--- src/rtl/byp_pkg.sv ---
// Shared types and default constants for the bypass fault controller.
// Holds the FSM state encoding and the parameter defaults used by all blocks.
package byp_pkg;

    typedef enum logic [1:0] {
        IDLE = 2'd0,
        ON   = 2'd1,
        HOLD = 2'd2
    } state_t;

    localparam int N_SRC_DEF   = 4;
    localparam int CNT_W_DEF   = 14;
    localparam int ON_W_DEF    = 16;
    localparam int ON_TIME_DEF = 10000;

endpackage

--- src/rtl/byp_fault_ctrl_if.sv ---
// Signal bundle between the bypass fault controller and its environment.
// master: drives timebase, commands, fault flags and thresholds.
// slave:  the controller; drives byp_con, trip_latched, trip_src, on_active.
interface byp_fault_ctrl_if
    import byp_pkg::*;
#(
    parameter int N_SRC = N_SRC_DEF,
    parameter int CNT_W = CNT_W_DEF
);
    logic                   tick_1us;
    logic                   unit_reset;
    logic                   byp_cmd_rx;
    logic [N_SRC-1:0]       fault_in;
    logic [N_SRC-1:0]       src_en;
    logic [N_SRC*CNT_W-1:0] delay_tims;
    logic                   local_byp_en;
    logic                   byp_con;
    logic                   trip_latched;
    logic [N_SRC-1:0]       trip_src;
    logic                   on_active;

    modport master (
        output tick_1us, unit_reset, byp_cmd_rx, fault_in,
        output src_en, delay_tims, local_byp_en,
        input  byp_con, trip_latched, trip_src, on_active
    );

    modport slave (
        input  tick_1us, unit_reset, byp_cmd_rx, fault_in,
        input  src_en, delay_tims, local_byp_en,
        output byp_con, trip_latched, trip_src, on_active
    );

endinterface

--- src/rtl/byp_qual_cnt.sv ---
// One fault source's qualify counter: counts ticks while the source is
// active, saturates at all-ones and flags qualification at its threshold.
// Ports: clk, rst, clr (unit clear), inc (tick edge while counting is
// allowed), fault, en, thr (threshold in ticks), qual (qualified flag).
module byp_qual_cnt #(
    parameter int CNT_W = 14
) (
    input  logic             clk,
    input  logic             rst,
    input  logic             clr,
    input  logic             inc,
    input  logic             fault,
    input  logic             en,
    input  logic [CNT_W-1:0] thr,
    output logic             qual
);

    logic             active;
    logic [CNT_W-1:0] cnt;

    assign active = fault & en;

    always_ff @(posedge clk) begin
        if (rst || clr) begin
            cnt <= '0;
        end else if (!active) begin
            cnt <= '0;
        end else if (inc && (cnt != '1)) begin
            cnt <= cnt + 1'b1;
        end
    end

    // A zero threshold qualifies immediately, without waiting for a tick.
    assign qual = active & (cnt >= thr);

endmodule

--- src/rtl/byp_fault_ctrl.sv ---
// Bypass fault controller: qualifies per-source faults over 1 us ticks,
// latches the trip, runs a local bypass on-time window, then holds.
// Ports: clk, rst (sync, active-high), bus (slave side of byp_fault_ctrl_if).
module byp_fault_ctrl
    import byp_pkg::*;
#(
    parameter int N_SRC   = N_SRC_DEF,
    parameter int CNT_W   = CNT_W_DEF,
    parameter int ON_W    = ON_W_DEF,
    parameter int ON_TIME = ON_TIME_DEF
) (
    input logic                   clk,
    input logic                   rst,
    byp_fault_ctrl_if.slave       bus
);

    state_t           state;
    state_t           state_nxt;
    logic [1:0]       tick_sr;
    logic             tick_edge;
    logic [N_SRC-1:0] qual;
    logic             any_qual;
    logic [ON_W-1:0]  on_cnt;
    logic [N_SRC-1:0] trip_src;
    logic             on_active;
    logic             trip_latched;

    // Tick arrives from another domain; two flops then rising-edge detect.
    always_ff @(posedge clk) begin
        if (rst) begin
            tick_sr <= 2'b00;
        end else begin
            tick_sr <= {tick_sr[0], bus.tick_1us};
        end
    end

    assign tick_edge = (tick_sr == 2'b01);

    for (genvar i = 0; i < N_SRC; i++) begin : g_src
        byp_qual_cnt #(
            .CNT_W (CNT_W)
        ) u_qual (
            .clk   (clk),
            .rst   (rst),
            .clr   (bus.unit_reset),
            .inc   (tick_edge && (state == IDLE)),
            .fault (bus.fault_in[i]),
            .en    (bus.src_en[i]),
            .thr   (bus.delay_tims[i*CNT_W +: CNT_W]),
            .qual  (qual[i])
        );
    end

    assign any_qual = |qual;

    always_ff @(posedge clk) begin
        if (rst) begin
            state <= IDLE;
        end else begin
            state <= state_nxt;
        end
    end

    always_comb begin
        state_nxt = state;
        if (bus.unit_reset) begin
            state_nxt = IDLE;
        end else begin
            unique case (state)
                IDLE: if (any_qual) state_nxt = ON;
                ON:   if (on_cnt == '0) state_nxt = HOLD;
                HOLD: state_nxt = HOLD;
                default: state_nxt = IDLE;
            endcase
        end
    end

    // trip_src captures only on the IDLE->ON edge; later faults are ignored.
    always_ff @(posedge clk) begin
        if (rst || bus.unit_reset) begin
            on_cnt   <= '0;
            trip_src <= '0;
        end else if (state == IDLE) begin
            if (any_qual) begin
                on_cnt   <= ON_W'(ON_TIME);
                trip_src <= qual;
            end
        end else if (state == ON) begin
            if (tick_edge && (on_cnt != '0)) begin
                on_cnt <= on_cnt - 1'b1;
            end
        end
    end

    always_comb begin
        trip_latched = (state != IDLE);
        on_active    = (state == ON);
    end

    assign bus.trip_latched = trip_latched;
    assign bus.on_active    = on_active;
    assign bus.trip_src     = trip_src;
    assign bus.byp_con      = bus.byp_cmd_rx
                            | (bus.local_byp_en & on_active);

endmodule
--- src/flat_wrapper.sv ---
// flat-port wrapper written by rule: the top's interface ports become plain ports
module byp_fault_ctrl_flat import byp_pkg::*;
#(
    parameter int N_SRC   = N_SRC_DEF,
    parameter int CNT_W   = CNT_W_DEF,
    parameter int ON_W    = ON_W_DEF,
    parameter int ON_TIME = ON_TIME_DEF
)
  (clk, rst, bus_tick_1us, bus_unit_reset, bus_byp_cmd_rx, bus_fault_in, bus_src_en, bus_delay_tims, bus_local_byp_en, bus_byp_con, bus_trip_latched, bus_trip_src, bus_on_active);
  byp_fault_ctrl_if #(.N_SRC(N_SRC), .CNT_W(CNT_W)) bus_i ();
  input logic clk;
  input logic rst;
  input wire logic [$bits(bus_i.tick_1us)-1:0] bus_tick_1us;
  input wire logic [$bits(bus_i.unit_reset)-1:0] bus_unit_reset;
  input wire logic [$bits(bus_i.byp_cmd_rx)-1:0] bus_byp_cmd_rx;
  input wire logic [$bits(bus_i.fault_in)-1:0] bus_fault_in;
  input wire logic [$bits(bus_i.src_en)-1:0] bus_src_en;
  input wire logic [$bits(bus_i.delay_tims)-1:0] bus_delay_tims;
  input wire logic [$bits(bus_i.local_byp_en)-1:0] bus_local_byp_en;
  output wire logic [$bits(bus_i.byp_con)-1:0] bus_byp_con;
  output wire logic [$bits(bus_i.trip_latched)-1:0] bus_trip_latched;
  output wire logic [$bits(bus_i.trip_src)-1:0] bus_trip_src;
  output wire logic [$bits(bus_i.on_active)-1:0] bus_on_active;
  assign bus_i.tick_1us = bus_tick_1us;
  assign bus_i.unit_reset = bus_unit_reset;
  assign bus_i.byp_cmd_rx = bus_byp_cmd_rx;
  assign bus_i.fault_in = bus_fault_in;
  assign bus_i.src_en = bus_src_en;
  assign bus_i.delay_tims = bus_delay_tims;
  assign bus_i.local_byp_en = bus_local_byp_en;
  assign bus_byp_con = bus_i.byp_con;
  assign bus_trip_latched = bus_i.trip_latched;
  assign bus_trip_src = bus_i.trip_src;
  assign bus_on_active = bus_i.on_active;
  byp_fault_ctrl #(.N_SRC(N_SRC), .CNT_W(CNT_W), .ON_W(ON_W), .ON_TIME(ON_TIME)) u_core (.clk(clk), .rst(rst), .bus(bus_i));
endmodule
--- config.mk ---
export PLATFORM = sky130hd
export DESIGN_NAME = byp_fault_ctrl_flat
export DESIGN_NICKNAME = d
export VERILOG_FILES = /design/src/rtl/byp_pkg.sv /design/src/rtl/byp_fault_ctrl_if.sv /design/src/rtl/byp_qual_cnt.sv /design/src/rtl/byp_fault_ctrl.sv /design/src/flat_wrapper.sv
export SDC_FILE = /design/constraint.sdc
export NUM_CORES = 1
export LEC_CHECK = 0
export CAP_MARGIN = 20
export CORE_ASPECT_RATIO = 1.75
export CORE_MARGIN = 2
export CORE_UTILIZATION = 30
export CTS_CLUSTER_SIZE = 20
export DETAILED_ROUTE_END_ITERATION = 10
export PLACE_DENSITY = 0.5
export SLEW_MARGIN = 20
export SYNTH_ARGS = -nofsm -noshare
export SYNTH_HDL_FRONTEND = slang
export SYNTH_SLANG_ARGS = --single-unit
export TNS_END_PERCENT = 20
--- constraint.sdc ---
create_clock -name clk -period 4 [get_ports clk]
set_input_delay 0.8 -clock clk [delete_from_list [all_inputs] [get_ports clk]]
set_output_delay 0.8 -clock clk [all_outputs]
set_load 0.05 [all_outputs]
After elaboration in Yosys (flattened, before gate mapping)
Index checks and enable logic that the tools add are counted.
Widths: inputs -> output; s select.
{"block": "word_totals", "ram_bits": 0, "regBits": 80, "output_inout_bits": 7, "mem_count": 0, "mem_bits_ro": 0, "latchBits": 0}
{"block": "op_classes", "mul": 0, "add_sub_neg": 5, "eq_ne": 9, "magnitude_cmp": 4, "shifts": 0, "n_mux": 7, "n_bitwise": 14, "reduce_logical": 22, "div_mod_pow": 0}
{"operator": "$mux 16", "n": 4}
{"operator": "$add 14x1->14 const B", "n": 4}
{"operator": "$ge 14x14->1", "n": 4}
{"operator": "$ne 14x14->1 const B", "n": 4}
{"operator": "$logic_not 16->1", "n": 1}
{"operator": "$reduce_bool 16->1", "n": 1}
{"operator": "$sub 16x1->16 const B", "n": 1}
{"operator": "$reduce_or 2->1", "n": 5}
{"operator": "$and 1x1->1", "n": 9}
{"operator": "$logic_and 1x1->1", "n": 6}
{"operator": "$pmux 2 s3", "n": 1}
{"operator": "$reduce_bool 2->1", "n": 3}
{"operator": "$eq 2x1->1 const B", "n": 2}
{"operator": "$mux 2", "n": 2}
{"operator": "$not 1->1", "n": 4}
{"operator": "$reduce_and 2->1", "n": 2}
{"operator": "$reduce_or 4->1", "n": 1}
{"operator": "$reduce_and 3->1", "n": 1}
{"operator": "$eq 2x2->1 const B", "n": 1}
{"operator": "$logic_not 2->1", "n": 1}
{"operator": "$ne 2x1->1 const B", "n": 1}
{"operator": "$ne 2x2->1 const B", "n": 1}
{"operator": "$logic_or 1x1->1", "n": 1}
{"operator": "$or 1x1->1", "n": 1}

Longest topological paths before layout
Gate-level depths: netlist of the first run.
{"block": "logic_depth", "word_depth": 5, "mapped_depth": 11}

Hierarchy
Synthesis of the first run repeated with hierarchy kept, for this count alone.
{"block": "hier_totals", "cells_unflattened": 704, "hier_area_um2": 5480.3}
{"mod": "byp_qual_cnt", "area_each_um2": 1056.0, "instances": 4, "cells_each": 139}
{"mod": "byp_fault_ctrl", "area_each_um2": 1256.2, "instances": 1, "cells_each": 148}

Worst setup path before layout of the first run
No wires, ideal clock.
{"block": "synth_path", "path_type": "input to register", "startpoint": "input port bus_delay_tims[39]", "endpoint": "register u_core.on_cnt[12]", "cell_stages": 10, "n_path_buf": 1, "setup_ns": 0.061, "slack_ns": 0.884, "arrival_ns": 3.055, "path_cell_list": "inv_1 ha_1 a21o_1 a21o_1 a2111o_1 a41oi_1 o22ai_1 o31ai_1 clkbuf_1 a32o_1"}
{"block": "synth_between", "elab_chain_len": 5}
{"element": "from (decl)", "line_no": "flat_wrapper.sv:18", "text": "input wire logic [$bits(bus_i.delay_tims)-1:0] bus_delay_tims;"}
{"element": "$ge 14x14->1", "line_no": "byp_qual_cnt.sv:34", "text": "assign qual = active & (cnt >= thr);"}
{"element": "$and 1x1->1", "line_no": "byp_qual_cnt.sv:34"}
{"element": "$reduce_or 4->1", "line_no": "byp_fault_ctrl.sv:54", "text": "assign any_qual = |qual;"}
{"element": "$ne 2x1->1 (no source line)"}
{"element": "$reduce_and 3->1 (no source line)"}
{"element": "to (signal assigned)", "line_no": "byp_fault_ctrl.sv:85", "text": "on_cnt <= ON_W'(ON_TIME);"}
{"element": "to (signal assigned)", "line_no": "byp_fault_ctrl.sv:90", "text": "on_cnt <= on_cnt - 1'b1;"}
{"element": "to (decl)", "line_no": "byp_fault_ctrl.sv:23", "text": "logic [ON_W-1:0] on_cnt;"}
No other way between the ends.
A chain may end at the register's enable or synchronous reset.

Worst setup path in the final report of the first run
{"block": "layout_path", "startpoint": "input port bus_delay_tims[53]", "endpoint": "register u_core.on_cnt[10]"}
Same word-level chain as after synthesis.

==> results of run 1 <==
==> sequential cells by signal (all words and copies together) (netlist names) <==
signal	cells
u_core.state	2
u_core.bus.trip_src	4
u_core.tick_sr	2
u_core.on_cnt	16
u_core.g_src.u_qual.cnt	56
==> worst paths after layout <==
check                                      from                             end  slack [ns]  depth (start not counted)
setup / recovery             bus_delay_tims[53]  u_core.on_cnt[10]$_SDFFE_PP0P_        0.70                         10
hold / removal     u_core.tick_sr[0]$_SDFF_PP0_    u_core.tick_sr[1]$_SDFF_PP0_        0.50                          1
setup reg to reg  u_core.on_cnt[0]$_SDFFE_PP0P_   u_core.on_cnt[3]$_SDFFE_PP0P_        0.82                          9
hold reg to reg    u_core.tick_sr[0]$_SDFF_PP0_    u_core.tick_sr[1]$_SDFF_PP0_        0.50                          1
==> worst max-delay path: cells and delay by family <==
kind | cells | cell delay, ns
compound gates | 6 | 1.51
fa+ha+maj | 1 | 0.30
buf+inv | 2 | 0.49
simple gates | 1 | 0.42
==> stage by stage <==
stage	hold slack, ns	utilization, %
finish	0.495	38.3
floorplan	0.452	-
detailed placement	0.478	36.7
CTS	0.492	38.3
global placement	0.468	36.7
global route	0.508	38.3
==> power by group through the flow <==
stage          Combinational, uW  Sequential (uW)  Clock [uW]
3_5_place_dp                 147              817           0
6_report                     146              799         756
4_1_cts                      148              799         787
5_1_grt                      164              799         816
3_3_place_gp                 144              817           0
2_1_floorplan               59.0              816           0
==> final cells by class <==
cell class / instances / area [um^2]
Multi-Input combinational cell: 452 / 3130
Fill cell: 1751 / 10200
Timing Repair Buffer: 78 / 776
Tap cell: 224 / 280
Clock inverter: 3 / 18.8
Inverter: 64 / 240
Clock buffer: 12 / 246
Sequential cell: 80 / 1600
==> synth_stat cells, types with 4 or more instances <==
cell	number	share of area [%]
dfxtp_1	80	32
nand2_1	38	2.8
or3_1	14	1.7
a32o_1	8	1.6
inv_1	64	4.8
and2_1	4	0.50
and4_1	5	0.87
a31oi_1	7	0.87
a21oi_1	31	3.1
nand2b_1	5	0.62
ha_1	63	16
mux2i_1	7	1.4
nor3_1	19	1.9
nand3_1	26	2.6
nand4_1	20	2.5
o21ai_0	12	1.2
nor2_1	76	5.7
nor4_1	4	0.50
xnor2_1	18	3.1
a21o_1	6	0.89
clkbuf_1	12	0.89
xor2_1	30	5.2
and3_1	10	1.2
a41oi_1	4	0.70
o221ai_1	4	0.70
nor2b_1	4	0.50
or4_1	5	0.75
==> per-layer routing <==
| layer | global-route usage [%] | vias to the layer above | share of wire [%] |
|---|---|---|---|
| met4 | 6.00 | 0 | 2.7 |
| met2 | 26.8 | 91 | 51 |
| li1 | - | 2308 | - |
| met1 | 16.4 | 2087 | 42 |
| met3 | 3.50 | 17 | 4.2 |
| met5 | 0 | - | 0 |
==> kinds of logic after synthesis <==
| family | count (synthesis) | share of synthesized area (%) |
|---|---|---|
| adder cells (fa/ha/maj) | 63 | 15.7 |
| flip-flops | 80 | 31.8 |
| XOR/XNOR | 48 | 8.35 |
| AND/OR/NAND/NOR | 237 | 23.2 |
| AO/OA/AOI/OAI | 97 | 13.6 |
| buffers and inverters | 78 | 5.99 |
| multiplexers | 7 | 1.39 |
==> flow_results.xml, run 1 <==
<?xml version="1.0" encoding="UTF-8"?>
<metrics>
  <group name="cts">
    <metric name="clock_insertion_delay_worst_skew" unit="ns">0.34</metric>
    <metric name="cts_tree" unit="">done</metric>
    <metric name="htreeDepth" unit="">3</metric>
    <metric name="clock_tree.buffer_depth" unit="">2</metric>
    <metric name="post-cts-setup-buffer-count" unit="">0</metric>
    <metric name="cts.sink_count" unit="">80</metric>
    <metric name="cts_root_buf" unit="">clkbuf_16</metric>
    <metric name="holdBufCountCts" unit="">0</metric>
    <metric name="cts_repair_resize_count" unit="">0</metric>
    <metric name="cts.clk_slew.worst_paths" unit="ns">0.06</metric>
    <metric name="tritoncts.num_buffers" unit="">9</metric>
  </group>
  <group name="timing">
    <metric name="drv_slew" unit="">0</metric>
    <metric name="timing.final.hold_violations" unit="">0</metric>
    <metric name="timing.final.crit_share" unit="%">82.6</metric>
    <metric name="slew_headroom" unit="%">51.7</metric>
    <metric name="rsz0062_at_grt" unit="">no</metric>
    <metric name="final.setup.tns" unit="ns">0</metric>
    <metric name="period_needed" unit="ns">3.30</metric>
    <metric name="skew" unit="ns">0.0114</metric>
    <metric name="max_freq" unit="MHz">303</metric>
    <metric name="setup_viol" unit="">0</metric>
    <metric name="final.setup.worst_slack" unit="ns">0.696</metric>
    <metric name="worst_pin_slew" unit="ns">0.723</metric>
  </group>
  <group name="cells_and_area">
    <metric name="final_common_cell" unit="">dfxtp_1</metric>
    <metric name="diodes" unit="">0</metric>
    <metric name="drive_above_1_share" unit="%">3.19</metric>
    <metric name="final-instance-count-excl-fill" unit="">913</metric>
    <metric name="layout.nets" unit="">818</metric>
    <metric name="postLayoutCellArea" unit="mm^2">0.00629</metric>
    <metric name="area_overhead_vs_synth" unit="%">25.0</metric>
    <metric name="most-common-layout-cells" unit="">80 x dfxtp_1, 76 x nor2_1, 76 x clkdlybuf4s50_1</metric>
  </group>
  <group name="power">
    <metric name="power.switching_fraction" unit="%">22.6</metric>
    <metric name="power.share.clock" unit="%">44.5</metric>
    <metric name="power" unit="uW">1700</metric>
    <metric name="p_per_area" unit="mW/mm^2">270</metric>
    <metric name="cellLeakagePower" unit="uW">0.00261</metric>
    <metric name="power.internal" unit="uW">1320</metric>
    <metric name="irDropWorstVdd" unit="uV">139</metric>
    <metric name="reg_power_share" unit="%">47.0</metric>
    <metric name="netSwitchingPower" unit="uW">384</metric>
    <metric name="power_frac_comb" unit="%">8.6</metric>
  </group>
  <group name="global_route">
    <metric name="grt-ovfl-total" unit="">0</metric>
    <metric name="grt_first_pass_wirelength" unit="um">21200</metric>
    <metric name="number_of_antenna_violations_at_the_first_check_in_global_routing" unit="">0</metric>
    <metric name="groute.usage.overall" unit="%">14.9</metric>
    <metric name="grt_pass1_vias" unit="">4625</metric>
    <metric name="grt_start_max_net_pins" unit="">15</metric>
  </group>
  <group name="synthesis">
    <metric name="top_reg_cell_synth" unit="">dfxtp_1</metric>
    <metric name="postSynthNetCount" unit="">743</metric>
    <metric name="synth_seq_cells" unit="">80</metric>
    <metric name="post_synth_inst_count" unit="">610</metric>
    <metric name="number_of_enable_type_register_cells_in_the_synthesized_netlist" unit="">0</metric>
    <metric name="sequential_share_of_the_synthesized_area" unit="%">31.8</metric>
    <metric name="postSynth.asyncResetShare" unit="%">0</metric>
    <metric name="netlist_area" unit="mm^2">0.00503</metric>
    <metric name="synth.lib_cells_used.distinct" unit="">46</metric>
    <metric name="yosys_warning_count" unit="">0</metric>
    <metric name="synthesis.area_per_instance" unit="um^2">8.25</metric>
  </group>
  <group name="floorplan">
    <metric name="rows" unit="">62</metric>
    <metric name="effective_utilization_at_floorplan" unit="%">30.6</metric>
    <metric name="area_of_the_core" unit="mm^2">0.0164</metric>
    <metric name="die_y" unit="um">175</metric>
    <metric name="top_level_ports" unit="">77</metric>
    <metric name="die_w" unit="um">102</metric>
    <metric name="die_area" unit="mm^2">0.0179</metric>
  </group>
  <group name="placement">
    <metric name="placedInstanceArea" unit="mm^2">0.00603</metric>
    <metric name="gpl.final_weighted_congestion" unit="">0.791</metric>
    <metric name="portBuffers" unit="">76</metric>
    <metric name="worst_slack_at_placement" unit="ns">0.317</metric>
    <metric name="placed_cells" unit="">898</metric>
    <metric name="dp_hpwl" unit="um">9810</metric>
  </group>
  <group name="routing">
    <metric name="firstDrtPassIters" unit="">4</metric>
    <metric name="postRouteWirelength" unit="um">12700</metric>
    <metric name="final_antenna_net_count" unit="">0</metric>
    <metric name="vias" unit="">4503</metric>
    <metric name="iter_0_drt_violations" unit="">142</metric>
    <metric name="drt-vias-per-instance" unit="">4.93</metric>
    <metric name="drt-wirelength-per-cell" unit="um">13.9</metric>
    <metric name="drc" unit="">0</metric>
  </group>
  <group name="critical_path">
    <metric name="crit_required" unit="ns">4.23</metric>
    <metric name="worstPathCellList" unit="">clkdlybuf4s50_1, inv_1, ha_1, a21o_1, a21o_1, a2111o_1, a41oi_1, o22ai_1, or3_1, o311a_1</metric>
    <metric name="critical_path_peak_fanout" unit="">7</metric>
    <metric name="criticalPathCategory" unit="">in -&gt; reg</metric>
    <metric name="critical-path-top-cell-by-count" unit="">a21o_1</metric>
    <metric name="peak_per_stage_delay_on_the_critical_path" unit="ns">0.45</metric>
    <metric name="crit_path_start_kind" unit="">input port</metric>
    <metric name="cp.arrival" unit="ns">3.53</metric>
    <metric name="critPathSlowestCell" unit="">clkdlybuf4s50_1</metric>
    <metric name="crit_path_end_kind" unit="">flip-flop</metric>
  </group>
  <group name="hold_path">
    <metric name="worstHoldPathType" unit="">reg -&gt; reg</metric>
  </group>
  <group name="run_status">
    <metric name="outcome" unit="">complete, no violations</metric>
  </group>
  <group name="flow_run">
    <metric name="max-cap-violations" unit="">0</metric>
  </group>
</metrics>
Power figures use the tool's default switching activity.
==> run 2: changes to the inputs <==
- clock period: 4 -> 3.36 ns (I/O delays scaled with it)
==> flow_results.xml, run 2 (synthesized netlist as in run 1, its figures left out) <==
<?xml version="1.0" encoding="UTF-8"?>
<metrics>
  <group name="run_status">
    <metric name="outcome" unit="">complete, no violations</metric>
  </group>
  <group name="placement">
    <metric name="gpl.final_weighted_congestion" unit="">0.805</metric>
    <metric name="portBuffers" unit="">76</metric>
    <metric name="dp_hpwl" unit="um">9900</metric>
    <metric name="placed_cells" unit="">908</metric>
  </group>
  <group name="timing">
    <metric name="drv_slew" unit="">0</metric>
    <metric name="final.setup.tns" unit="ns">0</metric>
    <metric name="timing.final.crit_share" unit="%">94.0</metric>
    <metric name="period_needed" unit="ns">3.16</metric>
    <metric name="worst_hold_slack" unit="ns">0.485</metric>
    <metric name="rsz0062_at_grt" unit="">no</metric>
    <metric name="worst_pin_slew" unit="ns">0.615</metric>
    <metric name="skew" unit="ns">0.00786</metric>
    <metric name="max_freq" unit="MHz">317</metric>
    <metric name="slew_headroom" unit="%">58.6</metric>
    <metric name="setup_viol" unit="">0</metric>
    <metric name="timing.final.hold_violations" unit="">0</metric>
  </group>
  <group name="cts">
    <metric name="cts.sink_count" unit="">80</metric>
    <metric name="cts.clk_slew.worst_paths" unit="ns">0.06</metric>
    <metric name="post-cts-setup-buffer-count" unit="">0</metric>
    <metric name="cts_repair_resize_count" unit="">0</metric>
    <metric name="clock_insertion_delay_worst_skew" unit="ns">0.34</metric>
    <metric name="clock_tree.buffer_depth" unit="">2</metric>
    <metric name="tritoncts.num_buffers" unit="">9</metric>
    <metric name="holdBufCountCts" unit="">0</metric>
    <metric name="cts_tree" unit="">done</metric>
    <metric name="htreeDepth" unit="">3</metric>
    <metric name="cts_root_buf" unit="">clkbuf_16</metric>
  </group>
  <group name="floorplan">
    <metric name="top_level_ports" unit="">77</metric>
    <metric name="rows" unit="">62</metric>
    <metric name="die_area" unit="mm^2">0.0179</metric>
    <metric name="die_y" unit="um">175</metric>
    <metric name="effective_utilization_at_floorplan" unit="%">30.6</metric>
    <metric name="die_w" unit="um">102</metric>
    <metric name="area_of_the_core" unit="mm^2">0.0164</metric>
  </group>
  <group name="cells_and_area">
    <metric name="layout.nets" unit="">828</metric>
    <metric name="registers.top_by_ff_count" unit="">u_core.g_src.u_qual.cnt</metric>
    <metric name="largestRegisters" unit="">u_core.g_src.u_qual.cnt: 56 flops, u_core.on_cnt: 16 flops, u_core.bus.trip_src: 4 flops</metric>
    <metric name="most-common-layout-cells" unit="">80 x dfxtp_1, 76 x nor2_1, 76 x clkdlybuf4s50_1</metric>
    <metric name="final-instance-count-excl-fill" unit="">923</metric>
    <metric name="diodes" unit="">0</metric>
    <metric name="drive_above_1_share" unit="%">4.72</metric>
    <metric name="final_common_cell" unit="">dfxtp_1</metric>
    <metric name="area_overhead_vs_synth" unit="%">27.6</metric>
    <metric name="number_of_flip_flops_in_the_largest_register" unit="">56</metric>
  </group>
  <group name="critical_path">
    <metric name="timing.reg2reg.worst_path_depth" unit="">10</metric>
    <metric name="peak_per_stage_delay_on_the_critical_path" unit="ns">0.46</metric>
    <metric name="critical-path-top-cell-by-count" unit="">a21o_1</metric>
    <metric name="worstPathCellList" unit="">clkdlybuf4s50_1, inv_1, ha_1, a21o_1, a21o_1, a2111o_1, a41oi_1, o22ai_1, buf_4, or4_1, o211ai_1</metric>
    <metric name="critPathSlowestCell" unit="">clkdlybuf4s50_1</metric>
    <metric name="crit_cells" unit="">11</metric>
    <metric name="crit_path_end_kind" unit="">flip-flop</metric>
    <metric name="crit_path_start_kind" unit="">input port</metric>
    <metric name="criticalPathCategory" unit="">in -&gt; reg</metric>
    <metric name="timing.critical_path.buf_inv" unit="">3</metric>
    <metric name="critical_path_peak_fanout" unit="">5</metric>
    <metric name="family_of_cells_with_the_greatest_summed_delay_on_the_critical_path" unit="">compound AO/OA/AOI/OAI gates</metric>
    <metric name="cp.arrival" unit="ns">3.42</metric>
    <metric name="crit_required" unit="ns">3.62</metric>
  </group>
  <group name="routing">
    <metric name="firstDrtPassIters" unit="">4</metric>
    <metric name="drc" unit="">0</metric>
    <metric name="dr.max_layer_used" unit="">met4</metric>
    <metric name="drt-wirelength-per-cell" unit="um">13.7</metric>
    <metric name="vias" unit="">4552</metric>
    <metric name="final_antenna_net_count" unit="">0</metric>
    <metric name="drt-vias-per-instance" unit="">4.93</metric>
    <metric name="wl_met2" unit="um">6560</metric>
    <metric name="met3WireLength" unit="um">519</metric>
    <metric name="postRouteWirelength" unit="um">12600</metric>
    <metric name="met1_length" unit="um">5250</metric>
    <metric name="iter_0_drt_violations" unit="">151</metric>
  </group>
  <group name="power">
    <metric name="power.internal" unit="uW">1740</metric>
    <metric name="cellLeakagePower" unit="uW">0.00268</metric>
    <metric name="power_frac_comb" unit="%">8.0</metric>
    <metric name="power.share.clock" unit="%">48.8</metric>
    <metric name="reg_power_share" unit="%">43.2</metric>
    <metric name="irDropWorstVdd" unit="uV">201</metric>
    <metric name="p_per_area" unit="mW/mm^2">342</metric>
    <metric name="power.switching_fraction" unit="%">20.9</metric>
    <metric name="netSwitchingPower" unit="uW">460</metric>
  </group>
  <group name="global_route">
    <metric name="grt_start_max_net_pins" unit="">15</metric>
    <metric name="groute.usage.overall" unit="%">14.4</metric>
    <metric name="grt_first_pass_wirelength" unit="um">20600</metric>
    <metric name="grt_pass1_vias" unit="">4607</metric>
    <metric name="grt-ovfl-total" unit="">0</metric>
    <metric name="number_of_antenna_violations_at_the_first_check_in_global_routing" unit="">0</metric>
  </group>
  <group name="flow_run">
    <metric name="max-cap-violations" unit="">0</metric>
  </group>
  <group name="hold_path">
    <metric name="worstHoldPathType" unit="">reg -&gt; reg</metric>
    <metric name="hold_path_depth" unit="">1</metric>
  </group>
</metrics>
[run 2: worst paths after layout]
kind / slack (ns) / endpoint / start
worst max register to register: 0.35 / u_core.on_cnt[3]$_SDFFE_PP0P_ / u_core.on_cnt[0]$_SDFFE_PP0P_
worst max-delay path: 0.20 / u_core.state[1]$_SDFFE_PP0P_ / bus_delay_tims[53]
worst min-delay path: 0.48 / u_core.tick_sr[1]$_SDFF_PP0_ / u_core.tick_sr[0]$_SDFF_PP0_
worst min register to register: 0.48 / u_core.tick_sr[1]$_SDFF_PP0_ / u_core.tick_sr[0]$_SDFF_PP0_
[run 2: per-layer routing]
layer | vias up | GRT usage, %
li1 | 2323 | -
met1 | 2115 | 15.6
met2 | 97 | 26.6
met3 | 17 | 2.07
met4 | 0 | 6.56
met5 | - | 0
[run 2: through the flow]
step	util, %	total power, uW	cell area [um^2]	setup WS (ns)
2_1_floorplan	-	1040	5030	0.372
3_3_place_gp	37.1	1150	6100	-0.121
3_5_place_dp	37.1	1150	6100	-0.175
4_1_cts	39.1	2230	6420	0.166
5_1_grt	39.1	2280	6420	0.0486
6_report	39.1	2200	6420	0.201
[run 2: final cells by class]
type / count / area, um^2
sequential: 80 / 1600
fill: 1707 / 10000
clock buffer: 12 / 256
tap: 224 / 280
clock inverter: 3 / 65.1
multi-input combinational: 452 / 3130
timing repair buffer: 88 / 851
inverter: 64 / 240
[run 2: power by group through the flow]
stage,Clock (uW),Combinational [uW],Sequential [uW]
after detailed placement,0,177,972
after CTS,1100,179,951
after global routing,1130,196,951
after global placement,0,173,972
final,1070,176,951
after floorplan,0,70.2,972
